### config.mk
export PLATFORM = sky130hd
export DESIGN_NAME = bus_arbiter
export DESIGN_NICKNAME = d
export VERILOG_FILES = /design/src/rtl/bus_arbiter.sv
export SDC_FILE = /design/constraint.sdc
export NUM_CORES = 1
export LEC_CHECK = 0
export BUFFER_PORTS_ARGS = -buffer_cell sky130_fd_sc_hd__buf_2
export CORE_MARGIN = 2
export CORE_UTILIZATION = 40
export DETAILED_ROUTE_END_ITERATION = 7
export PLACE_DENSITY = 0.77
export SLEW_MARGIN = 5
export SYNTH_ARGS = -nofsm -noshare
export SYNTH_HDL_FRONTEND = slang
export SYNTH_SLANG_ARGS = --single-unit
### constraint.sdc
create_clock -name clk -period 2 [get_ports clk]
set_clock_uncertainty 0.1 [all_clocks]
set_input_delay 0.5 -clock clk [delete_from_list [all_inputs] [get_ports clk]]
set_output_delay 0.5 -clock clk [all_outputs]
set_load 0.02 [all_outputs]
### src/rtl/bus_arbiter.sv
// Round-robin arbiter sharing one broadcast bus between drvrs fifo-fronted terminals.
// Define BUS_ARBITER_STATS_EN to add saturating delivered/dropped packet counters.
module bus_arbiter #(
  parameter int         drvrs = 4,
  parameter int         width = 16,
  parameter logic [7:0] bcast = 8'hFF
) (
  input  logic                   clk,
  input  logic                   reset,
  input  logic [drvrs-1:0]       pndng_i,
  input  logic [drvrs*width-1:0] dato_i,
  output logic [drvrs-1:0]       pop_o,
  output logic [drvrs-1:0]       push_o,
  output logic [width-1:0]       dato_o,
  output logic [drvrs-1:0]       grant_o,
  output logic                   busy_o,
  output logic                   err_o
`ifdef BUS_ARBITER_STATS_EN
  ,
  output logic [15:0]            pkt_cnt_o,
  output logic [15:0]            drop_cnt_o
`endif
);

  // state   | meaning
  // IDLE    | sample pndng_i, pick next requester from ptr onwards
  // GRANT   | pop the granted fifo, latch its fall-through head word
  // DELIVER | push the latched packet to its destination(s) or drop it

  localparam int         IW     = $clog2(drvrs);
  localparam logic [7:0] DRVRS8 = 8'(drvrs);

  typedef enum logic [1:0] {IDLE, GRANT, DELIVER} state_t;

  state_t            state, state_nxt;
  logic [IW-1:0]     ptr, ptr_nxt;
  logic [IW-1:0]     sel, sel_nxt;

  logic [drvrs-1:0]  pop_nxt, push_nxt, grant_nxt;
  logic [width-1:0]  dato_nxt;
  logic              busy_nxt, err_nxt;

  logic [width-1:0]  heads [drvrs];
  logic [width-1:0]  head;
  logic [7:0]        dest;
  logic [drvrs-1:0]  dest_push;

  logic              rr_hit;
  logic [IW-1:0]     rr_sel;
  logic [drvrs-1:0]  rr_oh;
  logic [IW:0]       cand;

  always_comb begin
    for (int k = 0; k < drvrs; k++) begin
      heads[k] = dato_i[k*width +: width];
    end
    head = heads[sel];
    dest = head[width-1 -: 8];
  end

  // Rotating priority search: ptr, ptr+1, ... wrapping at drvrs.
  always_comb begin
    rr_hit = 1'b0;
    rr_sel = '0;
    cand   = '0;
    for (int i = 0; i < drvrs; i++) begin
      cand = {1'b0, ptr} + (IW+1)'(i);
      if (cand >= (IW+1)'(drvrs)) begin
        cand = cand - (IW+1)'(drvrs);
      end
      if (!rr_hit && pndng_i[cand[IW-1:0]]) begin
        rr_hit = 1'b1;
        rr_sel = cand[IW-1:0];
      end
    end
    rr_oh = '0;
    for (int k = 0; k < drvrs; k++) begin
      rr_oh[k] = rr_hit && (IW'(k) == rr_sel);
    end
  end

  // Destination decode of the head word; an all-zero result means drop.
  always_comb begin
    dest_push = '0;
    if (dest == bcast) begin
      for (int k = 0; k < drvrs; k++) begin
        dest_push[k] = (IW'(k) != sel);
      end
    end else if ((dest < DRVRS8) && (dest[IW-1:0] != sel)) begin
      for (int k = 0; k < drvrs; k++) begin
        dest_push[k] = (dest == 8'(k));
      end
    end
  end

  always_ff @(posedge clk) begin
    if (reset) begin
      state   <= IDLE;
      ptr     <= '0;
      sel     <= '0;
      pop_o   <= '0;
      push_o  <= '0;
      grant_o <= '0;
      dato_o  <= '0;
      busy_o  <= 1'b0;
      err_o   <= 1'b0;
    end else begin
      state   <= state_nxt;
      ptr     <= ptr_nxt;
      sel     <= sel_nxt;
      pop_o   <= pop_nxt;
      push_o  <= push_nxt;
      grant_o <= grant_nxt;
      dato_o  <= dato_nxt;
      busy_o  <= busy_nxt;
      err_o   <= err_nxt;
    end
  end

  always_comb begin
    state_nxt = state;
    ptr_nxt   = ptr;
    sel_nxt   = sel;
    case (state)
      IDLE: begin
        if (|pndng_i) begin
          state_nxt = GRANT;
          sel_nxt   = rr_sel;
        end
      end
      GRANT: begin
        state_nxt = DELIVER;
        ptr_nxt   = (sel == IW'(drvrs-1)) ? '0 : sel + IW'(1);
      end
      DELIVER: state_nxt = IDLE;
      default: state_nxt = IDLE;
    endcase
  end

  // Next values of the registered outputs; they appear one cycle later.
  always_comb begin
    pop_nxt   = '0;
    push_nxt  = '0;
    grant_nxt = '0;
    dato_nxt  = '0;
    busy_nxt  = 1'b0;
    err_nxt   = 1'b0;
    case (state)
      IDLE: begin
        if (|pndng_i) begin
          pop_nxt   = rr_oh;
          grant_nxt = rr_oh;
          busy_nxt  = 1'b1;
        end
      end
      GRANT: begin
        grant_nxt = grant_o;
        busy_nxt  = 1'b1;
        push_nxt  = dest_push;
        dato_nxt  = (|dest_push) ? head : '0;
        err_nxt   = ~(|dest_push);
      end
      default: ;
    endcase
  end

`ifdef BUS_ARBITER_STATS_EN
  always_ff @(posedge clk) begin
    if (reset) begin
      pkt_cnt_o  <= '0;
      drop_cnt_o <= '0;
    end else begin
      if ((state == DELIVER) && (|push_o) && (pkt_cnt_o != 16'hFFFF)) begin
        pkt_cnt_o <= pkt_cnt_o + 16'd1;
      end
      if (err_o && (drop_cnt_o != 16'hFFFF)) begin
        drop_cnt_o <= drop_cnt_o + 16'd1;
      end
    end
  end
`endif

endmodule

Word level (Yosys, flattened, before mapping)
Cells that the tools add are included.
Word-level totals
  output and inout port bits: 30
  RAM bits: 0
  latch bits: 0
  flip-flop bits (word level): 36
  ROM bits: 0
  memories kept: 0
  word-level logic and storage cells: 98
  bits of input ports: 70
Cells by class
  shifts and indexed selects: 0
  bitwise logic cells: 4
  equality and inequality tests: 14
  multiplexer cells: 32
  multipliers: 0
  divide/modulo/power cells: 0
  add/subtract/negate cells: 8
  reduce and logical (&&, ||, !) cells: 21
  $lt $le $gt $ge: 10
Operators with widths (count)
  $bmux W16 S2: 1
  $mux W16: 2
  $mux W2: 10
  $eq A8 B2 Y1 const B: 2
  $ge A3 B3 Y1 const B: 4
  $lt A2 B3 Y1 const B: 4
  $mux W4: 3
  $mux W1: 9
  $bmux W1 S2: 4
  $eq A8 B1 Y1 const B: 1
  $eq A8 B8 Y1 const B: 1
  $logic_and A1 B1 Y1: 8
  $logic_not A8 Y1: 1
  $lt A8 B3 Y1 const B: 1
  $pmux W4 S2: 1
  $reduce_or A4 Y1: 2
  $sub A2 B1 Y2 const B: 4
  $add A2 B2 Y3 const B: 2
  $eq A2 B2 Y1 const A: 2
  $logic_not A2 Y1: 2
  $ne A2 B2 Y1 const A: 2
  $pmux W2 S2: 1
  $reduce_or A2 Y1: 2
  $add A2 B1 Y3 const B: 1
  other kinds (15): 19

Logic depth before layout (Yosys ltp)
Gate-level depths: netlist (run 1).
  word-level depth: 18
  depth in mapped cells: 7
  depth with buffers taken out: 5

Worst setup path after synthesis (run 1)
OpenSTA, ideal clock, no wires.
  kind: register to register
  start: register sel[0]
  end: register dato_o[8]
  data arrival time: 1.798 ns
  cell stages (with the launch flop): 7
  setup time: 0.119 ns
  path slack: -0.017 ns
  data required time: 1.781 ns
  cells stage by stage: dfxtp_1 -> buf_6 -> mux4_2 -> and4_1 -> nand4_2 -> buf_4 -> a21oi_1
On the way
  word-level cells in the longest chain between the ends: 11
RTL lines
  start: declaration: RTL line 37  | logic [IW-1:0] sel, sel_nxt;
  start signal: assignment: RTL line 110  | sel <= sel_nxt;
  $not A2 Y3 (not written as such): RTL line 57  | head = heads[sel];
  $bmux W16 S2: RTL line 57
  $mux W16 (not written as such) (2 in series): RTL line 57
  $lt A8 B3 Y1 or $ne A2 B2 Y1 (tied branches): RTL line 89  | end else if ((dest < DRVRS8) && (dest[IW-1:0] != sel)) begin
  $logic_and A1 B1 Y1: RTL line 89
  $mux W4: RTL line 89
  $mux W4: RTL line 85  | if (dest == bcast) begin
  $reduce_or A4 Y1: RTL line 160  | dato_nxt = (|dest_push) ? head : '0;
  $not A1 Y1 (no source line)
  $reduce_or A3 Y1 (no source line)
  end signal: assignment: RTL line 114  | dato_o <= dato_nxt;
  end: declaration: RTL line 14  | output logic [width-1:0] dato_o,
Parallel ways exist; a longest one is shown, timed or not. The select of a mux whose other input is x is not followed.
A chain may end at the register's enable or synchronous reset.

Final worst setup path (run 1)
  start: register sel[0]
  end: register push_o[3]
On the way
  word-level cells in the longest chain between the ends: 8
RTL lines
  $not A2 Y3 (not written as such): RTL line 57
  $bmux W16 S2: RTL line 57
  $mux W16 (not written as such) (2 in series): RTL line 57
  $lt A8 B3 Y1 or $ne A2 B2 Y1 (tied branches): RTL line 89
  $logic_and A1 B1 Y1: RTL line 89
  $mux W4: RTL line 89
  $mux W4 *: RTL line 85
  end signal: assignment: RTL line 112  | push_o <= push_nxt;
  end: declaration: RTL line 13  | output logic [drvrs-1:0] push_o,
Every way passes the cells marked *; elsewhere a longest branch is shown, timed or not. The select of a mux whose other input is x is not followed.

==> flow_summary.ini, run 1 <==
[route]
drc = 0
num_vias = 1673
wl_um = 4620
drt-pass1-iter-count = 4
wl_met1_um = 1750
wl_met2_um = 2590
wire_per_inst_um = 14.8
top_layer = met4
ant_nets = 0
post_drt_via_cell_ratio = 5.36
drt_first_iter_violations = 69
wl_met3_um = 224

[clock_tree]
clockBufferDepth = 2
cts.hold.buffers_added = 0
cts.reportedPaths.clkPinSlew_ns = 0.07
clock-sinks = 36
htree_levels = 2
cts_tree = done
cts_root_buf = clkbuf_8
clkLatencyLatePin_ns = 0.29
cts_buffers = 5

[logic_synthesis]
yosys.area_share.simple_pct = 13.6
yosys_warnings = 0
ys_seq_elements = 36
syn_avg_cell_area_um2 = 11.9
synth_area_leaders = dfxtp_1 (41%), mux4_2 (22%), a21boi_2 (5.1%)
synth_top_area_share_pct = 40.6
synth_top_family_by_area = multiplexers
yosysSeqAreaShare_pct = 40.6
netlist_instances = 149
syn_area_um2 = 1770
syn_nets = 223
synth_compound_area_share_pct = 14.8
netlist-cell-type-count = 37
muxShareOfSynthArea_pct = 22.2
synth_fa_ha_area_share_pct = 2.82
synth_xor_area_share_pct = 0
synth_largest_area_cell = dfxtp_1

[sta]
finalCritPeriodShare_pct = 101
hold_viol = 0
rsz0062_at_grt = true
worstMarginPinSlew_ns = 0.335
worst_slack_ns = -0.0154
fmax_ghz = 0.496
setup_viol = 3
tns_ns = -0.0318
max_slew_margin_pct = 77.5
slew_viol_final = 0
min_period_ns = 2.02

[final_layout]
num_antenna_cells = 0
drive_gt1_share_pct = 62.3
final_nets = 333
final_cell_mix = buf_2 (99), dfxtp_1 (34), mux4_2 (17)
area_growth_pct = 42.1
layout_commonest_cell = buf_2

[floorplan]
die_h_um = 70.6
dieArea_um2 = 4980
num_rows = 24
ios = 100
die_x_um = 70.6
core_area_um2 = 4320
initial_core_util_pct = 41.0

[run_status]
violations = negative setup slack
status = finished with violations

[worst_setup_path]
crit_path_start_kind = flip-flop
cp_max_fo = 6
critPathArrivalTime_ns = 2.11
required_ns = 2.09
critical_path_class = reg -> reg
critPathCaptureType = flip-flop

[global_routing]
grt.total_usage_pct = 18.7
first_global_vias = 1685
grt_pass1_wl_um = 7330
grt_overflow = 0
antenna_found_initial = 0
grt_max_degree = 17

[placed_design]
pre_cts_ws_ns = -0.185
gp_congestion = 0.869
dp_hpwl_um = 3700
io_buffers = 99

[power]
finalPower_w = 0.00164
p_per_area_nw_per_um2 = 649
ir_drop_v = 0.000390
leakage_nw = 1.19

[min_path]
hold_class = reg -> reg

[job]
drv_cap = 0
## critical path: stages, from the launching register on
cell	delay (ns)
dfxtp_4	0.40
mux4_2	0.55
nor4_4	0.37
nand4_4	0.19
o32ai_2	0.31
## layer usage
| metal | vias up | global-route usage [%] |
|---|---|---|
| li1 | 792 | - |
| met4 | 0 | 7.76 |
| met2 | 55 | 32.8 |
| met3 | 9 | 4.84 |
| met5 | - | 0 |
| met1 | 817 | 21.7 |
## final timing paths
path                                         startpoint                       to  slack, ns  cells past startpoint
worst max-delay path                sel[0]$_SDFFE_PP0P_     push_o[3]$_SDFF_PP0_      -0.02                      4
worst min-delay path            grant_o[2]$_SDFFE_PP0N_  grant_o[2]$_SDFFE_PP0N_       0.35                      2
worst max register to register      sel[0]$_SDFFE_PP0P_     push_o[3]$_SDFF_PP0_      -0.02                      4
worst min register to register  grant_o[2]$_SDFFE_PP0N_  grant_o[2]$_SDFFE_PP0N_       0.35                      2
## registers in the layout, indices dropped and copies added (netlist names)
signal	cells
dato_o	16
grant_o	4
err_o	1
sel	2
push_o	4
state	2
pop_o	4
busy_o	1
ptr	2
## logic make-up after synthesis
family / after synthesis
buffers and inverters: 21
AO/OA/AOI/OAI: 32
adder cells (fa/ha/maj): 4
AND/OR/NAND/NOR: 38
flip-flops: 36
multiplexers: 18
## Yosys cell counts (all sizes together)
cell,instances
and4,2
dfxtp,36
o31ai,1
a21boi,8
nor3,3
a21oi,8
mux2i,1
buf,6
or2,1
o41ai,3
or3,1
inv,12
o21a,1
nand2b,3
o32ai,4
nand3,3
nand2,6
ha,4
mux4,17
clkbuf,3
nand4,3
o22a,1
a32o,2
nor2b,2
a211oi,1
and3,3
o22ai,1
nor4,4
o221ai,1
o21ai,1
nor2,7
## layout make-up
cell class | instances | area, um2
Fill cell | 387 | 1810
Timing Repair Buffer | 112 | 613
Clock buffer | 5 | 68.8
Sequential cell | 36 | 726
Inverter | 12 | 45.0
Multi-Input combinational cell | 92 | 982
Tap cell | 52 | 65.1
Clock inverter | 3 | 18.8
## per-stage QoR
stage | cell area, um2 | util, % | hold slack (ns) | std cells
floorplan | 1780 | - | 0.434 | 149
global placement | 2380 | 55.0 | 0.329 | 303
detailed placement | 2380 | 55.0 | 0.334 | 303
CTS | 2470 | 57.2 | 0.353 | 311
global route | 2520 | 58.2 | 0.365 | 312
finish | 2520 | 58.2 | 0.349 | 312
## report_power, final
part	switching [W]	total (W)	internal [W]
Clock	0.000253	0.000496	0.000242
Sequential	0.0000226	0.000765	0.000742
Combinational	0.000176	0.000376	0.000200
## repair_timing
action / 4_1_cts / 5_1_grt
gates resized for setup: 3 / 6
buffers inserted: 0 / 1
pin swaps: 0 / 2
endpoints found under the setup margin: 13 / 14
No activity file was read; power rests on OpenSTA's default activity.
==> run 2, diff against run 1 <==
- BUFFER_PORTS_ARGS: -buffer_cell sky130_fd_sc_hd__buf_2 -> -buffer_cell sky130_fd_sc_hd__clkbuf_2
- SKIP_LAST_GASP: unset -> 1
==> flow_summary.ini, run 2 (synthesis gave the netlist of run 1 again) <==
[run_status]
violations = negative setup slack
status = finished with violations

[power]
p_per_area_nw_per_um2 = 657
p_int_w = 0.00123
switching_share_pct = 26.3
leakage_nw = 1.18
ir_drop_v = 0.000353
combPwrFrac_pct = 22.5
switching_power_w = 0.000436
seq_power_share_pct = 46.0
clkPwrFrac_pct = 31.5

[final_layout]
fillers = 383
regMostFlops = dato_o
drive_gt1_share_pct = 61.5
largest_register_ffs = 16
final_cell_mix = clkbuf_2 (99), dfxtp_1 (35), mux4_2 (17)
layout_commonest_cell = clkbuf_2
num_antenna_cells = 0
seq_area_um2 = 724
final_nets = 335
multi_input_area_um2 = 978
area_growth_pct = 42.8
final_area_um2 = 2530

[floorplan]
ios = 100
num_rows = 24
initial_core_util_pct = 41.0
dieArea_um2 = 4980
core_area_um2 = 4320
die_h_um = 70.6
die_x_um = 70.6

[route]
drc = 0
post_drt_via_cell_ratio = 5.06
num_vias = 1589
wire_per_inst_um = 13.4
drt_first_iter_violations = 57
ant_nets = 0
drt-pass1-iter-count = 4
wl_um = 4190

[worst_setup_path]
reg2reg_from = sel[0]$_SDFFE_PP0P_
r2r_slack_ns = -0.001
worstPathCellList = mux4_2 > nor4_4 > nand4_4 > buf_6 > a21oi_1
crit_family = multiplexers
crit_path_start_kind = flip-flop
critical_path.slowest_cell = mux4_2
critPathLaunch = sel[0]$_SDFFE_PP0P_
crit_path_max_incr_delay_ns = 0.56
required_ns = 2.12
path_buf_inv = 1
cp_max_fo = 10
critical_path_class = reg -> reg
critPathArrivalTime_ns = 2.12
critPathCaptureType = flip-flop

[placed_design]
post_dp_cell_area_um2 = 2390
io_buffers = 99
gp_congestion = 0.853
pre_cts_ws_ns = -0.144
dp_hpwl_um = 3490

[sta]
hold_viol = 0
rsz0062_at_grt = true
max_slew_margin_pct = 75.4
worstMarginPinSlew_ns = 0.366
min_period_ns = 2.00
slew_viol_final = 0
finalCritPeriodShare_pct = 100
setup_viol = 1
fmax_ghz = 0.500
worst_slack_ns = -0.00133

[global_routing]
grt.total_usage_pct = 17.0
grt_overflow = 0
grt_pass1_wl_um = 6690
antenna_found_initial = 0
grt_max_degree = 17
first_global_vias = 1573

[clock_tree]
clkLatencyLatePin_ns = 0.28
cts_root_buf = clkbuf_8
clockBufferDepth = 2
clock-sinks = 36
cts.reportedPaths.clkPinSlew_ns = 0.07
cts_tree = done
cts_buffers = 5
htree_levels = 2

[min_path]
hold_class = reg -> reg
min_from = grant_o[0]$_SDFFE_PP0N_

[job]
drv_cap = 0
-- run 2: metrics by stage --
step | hold slack, ns | total power (W) | instances | TNS, ns | utilization (%)
after global routing | 0.381 | 0.00174 | 314 | -0.895 | 58.5
after CTS | 0.362 | 0.00167 | 313 | -0.0861 | 57.6
after detailed placement | 0.339 | 0.00115 | 305 | -1.56 | 55.3
final | 0.352 | 0.00166 | 314 | -0.00133 | 58.5
after global placement | 0.339 | 0.00114 | 305 | -1.33 | 55.3
after floorplan | 0.434 | 0.00100 | 149 | 0 | -
-- run 2: layout make-up --
class                           instances  share of cell area (%)
Timing Repair Buffer                  114                    24.7
Clock buffer                            7                    3.41
Sequential cell                        36                    28.6
Multi-Input combinational cell         92                    38.7
Clock inverter                          1                   0.297
Tap cell                               52                    2.57
Inverter                               12                    1.78
-- run 2: power by group through the flow --
stage               registers, W  logic [W]  clock network, W
detailed placement      0.000782   0.000364                 0
floorplan               0.000789   0.000215                 0
global placement        0.000781   0.000359                 0
global route            0.000769   0.000406          0.000563
finish                  0.000765   0.000374          0.000524
CTS                     0.000765   0.000365          0.000537
-- run 2: repair_timing --
action,CTS,global route
pin swaps,0,2
gates cloned,0,0
endpoints found under the setup margin,13,14
hold buffers,0,0
gates resized for setup,1,5
setup buffers,0,1
-- run 2: layer usage --
| metal | routed length, um | GRT usage (%) | up-vias |
|---|---|---|---|
| met5 | 0 | 0 | - |
| met3 | 215 | 4.42 | 7 |
| met1 | 1740 | 19.9 | 746 |
| met4 | 51 | 5.03 | 0 |
| met2 | 2190 | 30.6 | 47 |
| li1 | - | - | 789 |
-- run 2: worst paths after layout --
| path | end | cells after the start |
|---|---|---|
| max reg2reg | dato_o[8]$_SDFF_PP0_ | 5 |
| max | dato_o[8]$_SDFF_PP0_ | 5 |
| min reg2reg | grant_o[0]$_SDFFE_PP0N_ | 2 |
| min | grant_o[0]$_SDFFE_PP0N_ | 2 |
-- run 2: worst register-to-register path, stage by stage (launching register included) --
cell and delay [ns]:
dfxtp_4 0.41, mux4_2 0.56, nor4_4 0.36, nand4_4 0.18, buf_6 0.20, a21oi_1 0.12
==> run 3, diff against run 2 <==
- RECOVER_POWER: unset -> 50
==> flow_summary.ini, run 3 (synthesis gave the netlist of run 1 again) <==
[floorplan]
die_h_um = 70.6
core_area_um2 = 4320
num_rows = 24
initial_core_util_pct = 41.0
ios = 100
dieArea_um2 = 4980
die_x_um = 70.6

[final_layout]
num_antenna_cells = 0
drive_gt1_share_pct = 51.9
regMostFlops = dato_o
postLayoutCoreUtil_pct = 57.8
final_nets = 335
largest_register_ffs = 16
final_cell_mix = clkbuf_2 (75), dfxtp_1 (35), clkbuf_1 (26)
area_growth_pct = 40.9
layout_commonest_cell = clkbuf_2

[min_path]
worst_hold_path.endpoint = grant_o[0]$_SDFFE_PP0N_
min_path_cells = 2
hold_class = reg -> reg
min_from = grant_o[0]$_SDFFE_PP0N_

[clock_tree]
cts.hold.buffers_added = 0
cts.reportedPaths.clkPinSlew_ns = 0.07
clkLatencyLatePin_ns = 0.28
clockBufferDepth = 2
htree_levels = 2
cts_root_buf = clkbuf_8
clock-sinks = 36
cts_tree = done
cts_buffers = 5

[placed_design]
io_buffers = 99
dp_hpwl_um = 3490
gp_congestion = 0.853
pre_cts_ws_ns = -0.144

[route]
wl_um = 4190
post_drt_via_cell_ratio = 5.03
wire_per_inst_um = 13.4
top_layer = met4
drt_first_iter_violations = 52
wl_met1_um = 1750
ant_nets = 0
num_vias = 1580
drt-pass1-iter-count = 4
wl_met3_um = 221
wl_met2_um = 2170
drc = 0

[run_status]
status = finished with violations
violations = negative setup slack

[global_routing]
grt_overflow = 0
grt_pass1_wl_um = 6690
antenna_found_initial = 0
grt.total_usage_pct = 17.0
first_global_vias = 1573
grt_max_degree = 17

[power]
leakage_nw = 1.09
finalPower_w = 0.00166
p_per_area_nw_per_um2 = 664
ir_drop_v = 0.000352

[worst_setup_path]
cp_max_fo = 10
reg2reg_from = sel[0]$_SDFFE_PP0P_
critical_path_class = reg -> reg
reg2reg_to = dato_o[8]$_SDFF_PP0_
required_ns = 2.11
critPathCaptureType = flip-flop
r2r_slack_ns = -0.002
critPathArrivalTime_ns = 2.12
crit_path_start_kind = flip-flop
reg2reg_depth = 5

[sta]
rsz0062_at_grt = true
hold_viol = 0
max_slew_margin_pct = 76.0
fmax_ghz = 0.499
min_period_ns = 2.00
worst_slack_ns = -0.00241
slew_viol_final = 0
setup_viol = 1
worstMarginPinSlew_ns = 0.360
finalCritPeriodShare_pct = 100

[job]
drv_cap = 0
[run 3: changes by cell type in the layout (fill, tap and decap cells not counted)]
cell	delta
buf_4	-1
clkbuf_1	+25
clkbuf_2	-24
[run 3: area by class of cell]
type | count | area, um2
inverters | 12 | 45.0
clock inverters | 1 | 7.51
multi-input cells | 92 | 978
flip-flops and latches | 36 | 724
well taps | 52 | 65.1
repair buffers | 114 | 591
fillers | 393 | 1830
clock buffers | 7 | 86.3
[run 3: how the worst max path moves through the flow]
stage                        startpoint                    to  slack (ns)  cells past startpoint
detailed placement           dato_i[59]  push_o[3]$_SDFF_PP0_       -0.14                      5
floorplan           sel[0]$_SDFFE_PP0P_  push_o[1]$_SDFF_PP0_        0.03                      5
global route        sel[0]$_SDFFE_PP0P_  dato_o[8]$_SDFF_PP0_       -0.09                      5
global placement             dato_i[59]  push_o[2]$_SDFF_PP0_       -0.13                      5
CTS                 sel[0]$_SDFFE_PP0P_  push_o[3]$_SDFF_PP0_       -0.03                      4
finish              sel[0]$_SDFFE_PP0P_  dato_o[8]$_SDFF_PP0_      -0.002                      5
[run 3: through the flow]
| step | instances | setup TNS [ns] | hold slack, ns | cell area (um2) |
|---|---|---|---|---|
| after floorplan | 149 | 0 | 0.434 | 1780 |
| after global placement | 305 | -1.33 | 0.339 | 2390 |
| after detailed placement | 305 | -1.56 | 0.339 | 2390 |
| after CTS | 313 | -0.0861 | 0.362 | 2490 |
| after global routing | 314 | -0.895 | 0.381 | 2500 |
| final | 314 | -0.00241 | 0.352 | 2500 |
[run 3: repair_timing]
action | CTS | global route
gates resized for setup | 1 | 5
pin swaps | 0 | 2
buffers inserted | 0 | 1
endpoints found under the setup margin | 13 | 14
hold endpoints to repair | 0 | 0
[run 3: routing by layer]
layer | GRT usage (%) | vias up
li1 | - | 789
met1 | 19.9 | 740
met2 | 30.6 | 44
met3 | 4.42 | 7
met4 | 5.03 | 0
met5 | 0 | -
[run 3: worst max-delay path, stage by stage, from the launching register on]
cell	delay (ns)
dfxtp_4	0.41
mux4_2	0.56
nor4_4	0.36
nand4_4	0.18
buf_6	0.20
a21oi_1	0.12
[run 3: power breakdown]
group	internal, W	leakage (nW)	switching [W]
sequential	0.000742	0.293	0.0000230
combinational	0.000202	0.757	0.000169
clock	0.000279	0.0445	0.000244
